==> src/rtl/imem_fetch_ctrl.sv <==
// Instruction-memory fetch controller: bridges the core's level fetch request
// to a request/grant + rvalid memory port, with window checks and a timeout.
module imem_fetch_ctrl #(
  parameter logic [31:0] BASE_ADDR = 32'h8000_0000,
  parameter int          MEM_AW    = 16,
  parameter int          TIMEOUT   = 255
) (
  input  logic              clk,
  input  logic              reset_n,
  input  logic [31:0]       rom_addr,
  input  logic              rom_re,
  output logic [31:0]       rom_out,
  output logic              rom_oe,
  output logic              mem_req,
  output logic [MEM_AW-1:0] mem_addr,
  input  logic              mem_gnt,
  input  logic              mem_rvalid,
  input  logic [31:0]       mem_rdata,
  output logic              err_oor,
  output logic              err_timeout,
  output logic [31:0]       fetch_count
);

  localparam logic [31:0] NOP       = 32'h0000_0013;
  localparam logic [63:0] WIN_WORDS = 64'd1 << MEM_AW;
  localparam logic [16:0] TMO_LIMIT = 17'(TIMEOUT);

  typedef enum logic [1:0] {IDLE, REQ, WAIT, RESP} state_t;

  state_t              state, state_nxt;
  logic [31:0]         addr_q;
  logic [MEM_AW-1:0]   word_q;
  logic [15:0]         tmo_cnt;
  logic [31:0]         rel_addr;
  logic                in_range;
  logic                match;
  logic                tmo_hit;

  // Offset is taken modulo 2^32, so addresses below BASE_ADDR wrap high and fail.
  assign rel_addr = rom_addr - BASE_ADDR;
  assign in_range = (rom_addr[1:0] == 2'b00) && (({32'd0, rel_addr} >> 2) < WIN_WORDS);
  assign match    = rom_re && (rom_addr == addr_q);
  assign tmo_hit  = (({1'b0, tmo_cnt} + 17'd1) == TMO_LIMIT);

  always_ff @(posedge clk or negedge reset_n) begin
    if (!reset_n) state <= IDLE;
    else          state <= state_nxt;
  end

  always_comb begin
    state_nxt = state;
    case (state)
      IDLE: if (rom_re) state_nxt = in_range ? REQ : RESP;
      REQ:  if (mem_gnt) state_nxt = WAIT;
      WAIT: begin
        if (mem_rvalid)   state_nxt = match ? RESP : IDLE;
        else if (tmo_hit) state_nxt = IDLE;
      end
      RESP: state_nxt = IDLE;
      default: state_nxt = IDLE;
    endcase
  end

  always_comb begin
    mem_req  = (state == REQ);
    rom_oe   = (state == RESP);
    mem_addr = (state == REQ) ? word_q : '0;
  end

  // Fetch address is only meaningful once latched in IDLE, so it needs no reset.
  always_ff @(posedge clk) begin
    if (state == IDLE && rom_re && in_range) begin
      addr_q <= rom_addr;
      word_q <= rel_addr[MEM_AW+1:2];
    end
  end

  always_ff @(posedge clk or negedge reset_n) begin
    if (!reset_n) begin
      rom_out     <= '0;
      err_oor     <= 1'b0;
      err_timeout <= 1'b0;
      fetch_count <= '0;
      tmo_cnt     <= '0;
    end else begin
      case (state)
        IDLE: begin
          if (rom_re && !in_range) begin
            rom_out <= NOP;
            err_oor <= 1'b1;
          end
        end
        REQ: begin
          if (mem_gnt) tmo_cnt <= '0;
        end
        WAIT: begin
          if (mem_rvalid) begin
            if (match) rom_out <= mem_rdata;
          end else if (tmo_hit) begin
            err_timeout <= 1'b1;
            tmo_cnt     <= '0;
          end else begin
            tmo_cnt <= tmo_cnt + 16'd1;
          end
        end
        RESP: fetch_count <= fetch_count + 32'd1;
        default: ;
      endcase
    end
  end

endmodule
==> config.mk <==
export PLATFORM = sky130hd
export DESIGN_NAME = imem_fetch_ctrl
export DESIGN_NICKNAME = d
export VERILOG_FILES = /design/src/rtl/imem_fetch_ctrl.sv
export SDC_FILE = /design/constraint.sdc
export NUM_CORES = 1
export LEC_CHECK = 0
export ABC_AREA = 1
export BUFFER_PORTS_ARGS = -buffer_cell sky130_fd_sc_hd__buf_2
export CAP_MARGIN = 40
export CELL_PAD_IN_SITES_DETAIL_PLACEMENT = 1
export CELL_PAD_IN_SITES_GLOBAL_PLACEMENT = 2
export CORE_MARGIN = 1.5
export CORE_UTILIZATION = 33
export DETAILED_ROUTE_END_ITERATION = 16
export PLACE_DENSITY_LB_ADDON = 0.1
export SYNTH_ARGS = -nofsm -noshare
export SYNTH_HDL_FRONTEND = slang
export SYNTH_SLANG_ARGS = --single-unit
==> constraint.sdc <==
create_clock -name clk -period 4.9 [get_ports clk]
set_clock_uncertainty 0.05 [all_clocks]
set_input_delay 0.98 -clock clk [delete_from_list [all_inputs] [get_ports clk]]
set_output_delay 0.98 -clock clk [all_outputs]
set_load 0.01 [all_outputs]
==> results of run 1 <==
power by group:
part	switching (W)	internal (W)	total (W)
combinational	0.000478	0.000256	0.000734
clock	0.000436	0.000747	0.00118
sequential	0.000112	0.00113	0.00124
registers in the layout, summed over array words and instances (netlist names):
signal and count:
err_oor 1, tmo_cnt 16, addr_q 32, fetch_count 32, rom_out 32, state 2
err_timeout 1
final cells by class:
| cell class | count | area, um2 |
|---|---|---|
| Fill cell | 2017 | 9440 |
| Sequential cell | 116 | 3060 |
| Multi-Input combinational cell | 439 | 2300 |
| Timing Repair Buffer | 156 | 793 |
| Clock buffer | 22 | 485 |
| Tap cell | 220 | 275 |
| Inverter | 69 | 259 |
| Clock inverter | 10 | 78.8 |
| Antenna cell | 2 | 5.00 |
cell families (layout without fill, tap and decap cells):
logic type / Yosys count / count (layout) / share of synthesized area
other cells: 0 / 2 / 0
simple gates: 359 / 359 / 0.290
flops: 116 / 116 / 0.537
xor+xnor: 58 / 58 / 0.0891
fa+ha+maj: 3 / 3 / 0.00659
buf+inv: 84 / 257 / 0.0586
compound gates: 19 / 19 / 0.0178
metrics by stage:
step,cells,worst slack (ns)
2_1_floorplan,639,1.65
3_3_place_gp,1000,1.84
3_5_place_dp,1000,1.76
4_1_cts,1032,1.94
5_1_grt,1033,1.66
6_report,1034,1.99
worst paths after layout:
path	to	slack [ns]	start
max reg2reg	rom_out[6]$_DFFE_PN0P_	1.99	state[1]$_DFFE_PN0P_
max	rom_out[6]$_DFFE_PN0P_	1.99	state[1]$_DFFE_PN0P_
max in group asynchronous	rom_out[12]$_DFFE_PN0P_	3.25	reset_n
min reg2reg	err_oor$_DFFE_PN0P_	0.42	err_oor$_DFFE_PN0P_
min	err_oor$_DFFE_PN0P_	0.42	err_oor$_DFFE_PN0P_
min in group asynchronous	rom_out[8]$_DFFE_PN0P_	0.47	reset_n
worst reg2reg max path: stages, from the launching register on:
cell	delay, ns
dfrtp_1	0.43
inv_1	0.11
nor2_4	0.61
nand3_1	0.15
nor2_1	0.16
nand2_1	0.06
nor2_1	0.09
nand3_1	0.09
buf_4	0.26
nand2_2	0.54
nand3_1	0.18
nand2_1	0.11
cells in the mapped netlist, drive strengths merged:
| cell | instances | area [um2] |
|---|---|---|
| a21oi | 5 | 25.0 |
| a22o | 1 | 8.76 |
| and2 | 2 | 12.5 |
| buf | 4 | 33.8 |
| clkbuf | 11 | 41.3 |
| dfrtp | 84 | 2100 |
| edfxtp | 32 | 961 |
| ha | 3 | 37.5 |
| inv | 69 | 259 |
| nand2 | 144 | 558 |
| nand3 | 91 | 470 |
| nand3b | 1 | 7.51 |
| nand4 | 16 | 106 |
| nor2 | 77 | 319 |
| nor3 | 12 | 65.1 |
| nor3b | 1 | 7.51 |
| nor4 | 7 | 58.8 |
| o21ai | 12 | 60.1 |
| o21bai | 1 | 7.51 |
| or2 | 8 | 50.1 |
| xnor2 | 30 | 263 |
| xor2 | 28 | 245 |
routing by layer:
layer | routed length, um | vias up | part of all wire | global-route usage
met4 | 298 | 0 | 0.019 | 0.0663
met5 | 0 | - | 0 | 0
met2 | 7500 | 123 | 0.47 | 0.303
met1 | 7320 | 2306 | 0.46 | 0.249
met3 | 813 | 24 | 0.051 | 0.0438
li1 | - | 2393 | - | -
==> flow_summary_export.csv, run 1 <==
group,metric,value,unit
drt,num_vias,4846,
die,die_h,134,um
timing,rsz0062_at_grt,"false",
yosys,synthesis.area,0.00570,mm2
die,dieArea,0.0181,mm2
clock_network,cts_buffer_depth,2,
run_status,status,"finished clean",
timing,setup_viol_count_final,0,
timing,period_minus_slack,2.91,ns
drt,dr.pass1.iters,6,
critical_path,crit_top_cell,"nand3_1",
critical_path,worstPathMaxFanout,35,
power_and_ir_drop,power_leakage,3.71,nW
global_routing,grt_max_degree,52,
critical_path,critPathKind,"reg2reg",
die,fp.coreArea,0.0167,mm2
job,cap_violations,0,
drt,vias_per_cell,4.69,
finish,drive_gt1_frac,0.265,
power_and_ir_drop,ir_worst_vdd,0.263,mV
timing,worstMarginPinSlew,0.786,ns
drt,ant_nets,0,
clock_network,cts_max_level,4,
worst_hold_path,hold_depth,2,
clock_network,clkLatencyLatePin,0.41,ns
finish,final_nets,871,
finish,final_cell_mix,"buf_2, nand2_1, nand3_1, dfrtp_1, nor2_1",
power_and_ir_drop,power,0.00316,W
clock_network,hold_buffers,0,
finish,syn_to_final_growth,27.5,%
critical_path,critPathTopFamily,"simple AND/OR/NAND/NOR gates",
timing,finalCritPeriodShare,0.594,
drt,drt_iter0_drc,213,
timing,fin_setup_tns,0,ns
timing,finalHoldViolCount,0,
critical_path,slowest_delay,0.61,ns
yosys,yosys.cell_types.count,32,
die,die_x,134,um
die,start_util,0.341,
clock_network,cts_root_buf,"clkbuf_16",
critical_path,path_cells,"inv_1 -> nor2_4 -> nand3_1 -> nor2_1 -> nand2_1 -> nor2_1 -> nand3_1 -> buf_4 -> nand2_2 -> nand3_1 -> nand2_1",
global_routing,grt_pass1_wl,26.8,mm
critical_path,cp-end-kind,"flop",
global_routing,grt_use_total,0.188,
clock_network,cts_tree,"built",
die,io_pins,153,
clock_network,clock-sinks,116,
yosys,yosysWarnings,0,
placement,globalplace.congestion,0.790,
yosys,syn_inst,639,
power_and_ir_drop,p_per_area,435,mW/mm2
critical_path,crit_buf_inv,2,
placement,dpl_cell_area,0.00670,mm2
yosys,ys_seq_area_frac,0.537,
clock_network,cts.repair.resized,0,
critical_path,worstPathArrival,3.20,ns
global_routing,grt_pass1_vias,5217,
timing,hold_ws,0.415,ns
global_routing,antenna_found_initial,2,
critical_path,cp.required,5.19,ns
finish,stdcell_area,0.00726,mm2
clock_network,clk_pin_slew,0.05,ns
drt,wl_per_cell,15.4,um
placement,io_buffers,152,
yosys,yosys_register_bits,116,
timing,slew_viol_final,0,
drt,drt_wl_total,15.9,mm
drt,route.detailed.drc,0,
critical_path,cp.depth,11,
yosys,syn_avg_cell_area,8.92,um2
finish,post-route-util,0.435,
timing,max_freq,0.343,GHz
critical_path,cp-start-kind,"flop",
die,rows,47,
critical_path,critPathSlowestCell,"nor2_4",
timing,relSlewSlack,0.475,
placement,dp.final_hpwl,11.9,mm
clock_network,postCtsSetupBuffers,0,
yosys,synth_nets,711,
critical_path,ff2ff_path_depth,11,
finish,final_common_cell,"buf_2",
global_routing,gr-total-overflow,0,
clock_network,numCtsBuffers,17,
worst_hold_path,hold_path.class,"reg2reg",
Power figures use the tool's default switching activity.
==> run 2, diff against run 1 <==
- CORE_UTILIZATION: 33 -> 31
- clock period: 4.9 -> 3 ns (I/O delays scaled with it)
==> run 2 against run 1 <==
Effect of this change: global-route usage down 0.35 points; combinational power up 68%; worst setup slack worse by 1.4 ns; total power up 68%; critical path type unchanged; die area up 6.3%; cell area up 0.98%; sequential cell count unchanged; via count up 0.93%; maximum frequency up 21%; count of clock-buffer cells in the layout up 3; utilization down 2.8 points; largest cell class unchanged.
==> flow_summary_export.csv, run 2 (synthesis gave the netlist of run 1 again) <==
group,metric,value,unit
drt,route.detailed.drc,0,
critical_path,worstPathArrival,2.64,ns
global_routing,grt_pass1_wl,28.0,mm
clock_network,postCtsSetupBuffers,0,
finish,layout.cells.non_filler,1043,
global_routing,grt_max_degree,63,
drt,wl_per_cell,16.2,um
placement,place_inst,1011,
drt,vias_per_cell,4.69,
timing,worstMarginPinSlew,0.686,ns
critical_path,critPathSlowestCell,"dfrtp_1",
timing,setup_viol_count_final,0,
clock_network,cts_buffer_depth,2,
die,die_h,139,um
critical_path,worstPathMaxFanout,11,
critical_path,critPathTopFamily,"simple AND/OR/NAND/NOR gates",
critical_path,path_cells,"ha_1 -> nand3_1 -> nor2_1 -> nand3_1 -> nand2_1 -> nand2_1 -> inv_1 -> nand2_1 -> nor2_1 -> nand3_2 -> nand2_2 -> o21ai_0",
global_routing,grt_pass1_vias,5295,
drt,drt_wl_total,16.9,mm
placement,globalplace.congestion,0.793,
timing,rsz0062_at_grt,"false",
finish,drive_gt1_frac,0.267,
timing,max_freq,0.415,GHz
finish,final_nets,873,
die,rows,49,
clock_network,clk_pin_slew,0.06,ns
clock_network,cts_root_buf,"clkbuf_16",
timing,period_minus_slack,2.41,ns
drt,drt_iter0_drc,213,
placement,dp.final_hpwl,12.2,mm
die,start_util,0.316,
timing,fin_setup_tns,0,ns
critical_path,cp-start-kind,"flop",
critical_path,slowest_delay,0.42,ns
timing,slew_viol_final,0,
critical_path,regToRegStartpoint,"tmo_cnt[1]$_DFFE_PN0P_",
die,fp.coreArea,0.0180,mm2
critical_path,crit_buf_inv,1,
critical_path,crit_path_start,"tmo_cnt[1]$_DFFE_PN0P_",
clock_network,clock-sinks,116,
timing,finalCritPeriodShare,0.802,
clock_network,hold_buffers,0,
die,io_pins,153,
clock_network,clkLatencyLatePin,0.41,ns
finish,final_common_cell,"buf_2",
power_and_ir_drop,ir_worst_vdd,0.430,mV
timing,relSlewSlack,0.541,
die,dieArea,0.0192,mm2
clock_network,cts_tree,"built",
finish,syn_to_final_growth,28.7,%
global_routing,grt_use_total,0.185,
drt,ant_nets,0,
power_and_ir_drop,power_leakage,3.74,nW
die,die_x,139,um
clock_network,numCtsBuffers,17,
critical_path,crit_top_cell,"nand2_1",
power_and_ir_drop,p_per_area,722,mW/mm2
placement,io_buffers,152,
critical_path,cp-end-kind,"flop",
timing,finalHoldViolCount,0,
finish,final_cell_mix,"buf_2, nand2_1, nand3_1, dfrtp_1, nor2_1",
run_status,status,"finished clean",
finish,num_antenna_cells,0,
worst_hold_path,hold_path.class,"in2async",
clock_network,cts_max_level,4,
global_routing,antenna_found_initial,0,
clock_network,cts.repair.resized,0,
critical_path,cp.required,3.23,ns
drt,dr.pass1.iters,6,
critical_path,critPathKind,"reg2reg",
job,cap_violations,0,
global_routing,gr-total-overflow,0,
finish,reg_top3,"addr_q: 32 flops, fetch_count: 32 flops, rom_out: 32 flops",
drt,num_vias,4891,
==> run 2: power by group <==
group | switching (W) | internal, W | total [W] | leakage, nW
Sequential | 0.000170 | 0.00184 | 0.00201 | 1.41
Combinational | 0.000798 | 0.000429 | 0.00123 | 2.03
Clock | 0.000738 | 0.00132 | 0.00206 | 0.300
==> run 2: worst paths after layout <==
kind | end | slack [ns] | cells past startpoint
max | state[1]$_DFFE_PN0P_ | 0.59 | 12
min | rom_out[4]$_DFFE_PN0P_ | 0.06 | 1
max reg2reg | state[1]$_DFFE_PN0P_ | 0.59 | 12
min reg2reg | fetch_count[31]$_DFFE_PN0P_ | 0.41 | 1
max in group asynchronous | rom_out[10]$_DFFE_PN0P_ | 2.16 | 2
min in group clk | addr_q[14]$_DFFE_PP_ | 0.33 | 1
==> run 2: through the flow <==
step | utilization | cell area [um2] | hold slack, ns | setup slack, ns | total power, W
final | 0.407 | 7340 | 0.0584 | 0.593 | 0.00530
after global placement | 0.374 | 6730 | 0.402 | 0.590 | 0.00325
after CTS | 0.407 | 7340 | 0.0601 | 0.560 | 0.00540
after global routing | 0.407 | 7340 | 0.0654 | 0.344 | 0.00562
after detailed placement | 0.374 | 6730 | 0.408 | 0.533 | 0.00329
after floorplan | - | 5700 | 0.254 | 0.129 | 0.00275
==> run 2: layer usage <==
metal | GRT usage | up-vias | part of all wire
met5 | 0 | - | 0
met3 | 0.0497 | 12 | 0.041
li1 | - | 2401 | -
met1 | 0.232 | 2387 | 0.45
met4 | 0.0504 | 0 | 0.0086
met2 | 0.315 | 91 | 0.50
==> run 2: cell type report <==
cell class	count	area, um2
sequential	116	3060
clock buffer	25	538
clock inverter	7	63.8
inverter	69	259
multi-input combinational	439	2300
fill	2150	10700
timing repair buffer	158	821
tap	229	287
==> run 2: worst reg2reg max path, delay by kind of cell, from the launching register on <==
family                   cells  cell delay, ns
AO/OA/AOI/OAI                1            0.14
flip-flops                   1            0.42
AND/OR/NAND/NOR              9            1.36
buffers and inverters        1            0.06
adder cells (fa/ha/maj)      1            0.24
==> run 3, diff against run 2 <==
- CORE_UTILIZATION: 31 -> 28
- clock period: 3 -> 2.2 ns (I/O delays scaled with it)
==> run 3 against run 2 <==
Effect of this change: total power up 36%; combinational power up 48%; cell area up 2.8%; register-to-register slack worse by 0.41 ns; sequential cell count unchanged; utilization down 3.2 points; routed wire length up 0.77%; clock power up 27%; worst setup slack worse by 0.41 ns; sequential share of layout area down 1.1 points; largest cell class unchanged.
==> flow_summary_export.csv, run 3 (synthesis gave the netlist of run 1 again) <==
group,metric,value,unit
drt,met3_length,869,um
critical_path,cp.required,1.71,ns
clock_network,clk_pin_slew,0.06,ns
critical_path,cp-start-kind,"flop",
clock_network,clkLatencyLatePin,0.42,ns
die,io_pins,153,
critical_path,cp-end-kind,"output pin",
timing,rsz0062_at_grt,"false",
job,cap_violations,0,
placement,dpl_cell_area,0.00695,mm2
critical_path,crit_path_start,"state[0]$_DFFE_PN0P_",
die,dieArea,0.0212,mm2
critical_path,ff2ff_path_depth,9,
critical_path,reg2reg_slack,0.18,ns
global_routing,antenna_found_initial,1,
drt,wl_per_cell,15.4,um
finish,multiInputGateArea,0.00233,mm2
timing,fin_setup_tns,0,ns
die,die_h,146,um
clock_network,numCtsBuffers,17,
placement,place_inst,1071,
global_routing,grt_pass1_wl,28.8,mm
drt,dr.pass1.iters,5,
timing,max_freq,0.495,GHz
drt,drt_iter0_drc,131,
finish,stdcell_area,0.00754,mm2
timing,period_minus_slack,2.02,ns
drt,drt_wl_total,17.1,mm
clock_network,cts_root_buf,"clkbuf_16",
timing,finalCritPeriodShare,0.918,
clock_network,cts_max_level,4,
global_routing,gr-total-overflow,0,
drt,route.detailed.drc,0,
timing,worstMarginPinSlew,0.503,ns
finish,final_common_cell,"buf_2",
global_routing,grt_pass1_vias,5379,
power_and_ir_drop,ir_worst_vdd,0.581,mV
global_routing,grt_use_total,0.172,
power_and_ir_drop,switchingPower,0.00241,W
drt,ant_nets,0,
drt,num_vias,5016,
finish,area.sequential,0.00307,mm2
die,rows,52,
finish,post-route-util,0.375,
critical_path,r2r-end,"fetch_count[21]$_DFFE_PN0P_",
timing,setup_viol_count_final,0,
finish,layout.cells.non_filler,1105,
finish,reg_top3,"addr_q: 32 flops, fetch_count: 32 flops, rom_out: 32 flops",
finish,final_cell_mix,"buf_2, nand2_1, nand3_1, dfrtp_1, nor2_1",
power_and_ir_drop,p_sw_frac,0.335,
placement,io_buffers,152,
power_and_ir_drop,p_int,0.00478,W
timing,relSlewSlack,0.665,
worst_hold_path,hold_path.class,"in2reg",
power_and_ir_drop,power_leakage,3.80,nW
power_and_ir_drop,seqPwrFrac,0.382,
critical_path,regToRegStartpoint,"fetch_count[0]$_DFFE_PN0P_",
clock_network,clock-sinks,116,
die,die_x,146,um
timing,finalHoldViolCount,0,
drt,wl_met2,8.37,mm
clock_network,cts_buffer_depth,2,
power_and_ir_drop,clkPwrFrac,0.365,
clock_network,cts_tree,"built",
critical_path,worstPathMaxFanout,17,
clock_network,postCtsSetupBuffers,0,
global_routing,grt_max_degree,38,
timing,slew_viol_final,0,
power_and_ir_drop,comb_power_share,0.253,
finish,fillers,2398,
finish,final_nets,893,
finish,drive_gt1_frac,0.291,
die,fp.coreArea,0.0201,mm2
drt,wl_met1,7.64,mm
die,start_util,0.283,
power_and_ir_drop,power,0.00718,W
drt,vias_per_cell,4.54,
run_status,status,"finished clean",
critical_path,worstPathArrival,1.53,ns
critical_path,critPathKind,"reg2out",
worst_hold_path,min_from,"rom_addr[31]",
drt,top_layer,"met4",
placement,dp.final_hpwl,12.7,mm
finish,syn_to_final_growth,32.4,%
critical_path,critPathCapture,"mem_addr[15]",
placement,globalplace.congestion,0.818,
power_and_ir_drop,p_per_area,952,mW/mm2
run 3: final cells by class:
| cell class | count | share of cell area |
|---|---|---|
| flip-flops and latches | 116 | 0.406 |
| diodes | 1 | 0.000332 |
| clock buffers | 20 | 0.0592 |
| repair buffers | 178 | 0.132 |
| multi-input cells | 439 | 0.309 |
| inverters | 69 | 0.0343 |
| clock inverters | 12 | 0.0141 |
| well taps | 270 | 0.0448 |
run 3: worst max-delay path: stages (launching register included):
cell and delay (ns):
dfrtp_2 0.44, inv_1 0.07, nor2_2 0.15, inv_2 0.16
nor2_1 0.15, buf_2 0.15
run 3: power by group through the flow:
stage / combinational [W] / clock [W] / sequential (W)
2_1_floorplan: 0.000873 / 0 / 0.00287
3_3_place_gp: 0.00181 / 0 / 0.00276
3_5_place_dp: 0.00184 / 0 / 0.00277
4_1_cts: 0.00185 / 0.00270 / 0.00274
5_1_grt: 0.00205 / 0.00279 / 0.00279
6_report: 0.00182 / 0.00262 / 0.00274
run 3: metrics by stage:
step | hold slack (ns) | setup WS (ns)
2_1_floorplan | 0.0944 | 0.0145
5_1_grt | 0.146 | 0.0101
6_report | 0.164 | 0.180
3_5_place_dp | 0.401 | 0.141
3_3_place_gp | 0.397 | 0.194
4_1_cts | 0.144 | 0.0333
run 3: repair_timing:
item,CTS,global route
pin swaps,0,0
gates resized for setup,1,8
hold buffers,1,0
setup endpoints to repair,6,23
endpoints found under the hold margin,32,0
run 3: worst min path at each step:
stage	end	slack, ns	cells after the start
finish	addr_q[31]$_DFFE_PP_	0.16	1
global route	addr_q[31]$_DFFE_PP_	0.15	1
CTS	addr_q[31]$_DFFE_PP_	0.14	1
detailed placement	tmo_cnt[12]$_DFFE_PN0P_	0.40	1
global placement	tmo_cnt[12]$_DFFE_PN0P_	0.40	1
floorplan	err_oor$_DFFE_PN0P_	0.09	0
run 3: metal layers:
metal | vias to the layer above | GRT usage
li1 | 2434 | -
met1 | 2460 | 0.215
met2 | 104 | 0.287
met3 | 18 | 0.0495
met4 | 0 | 0.0520
met5 | - | 0
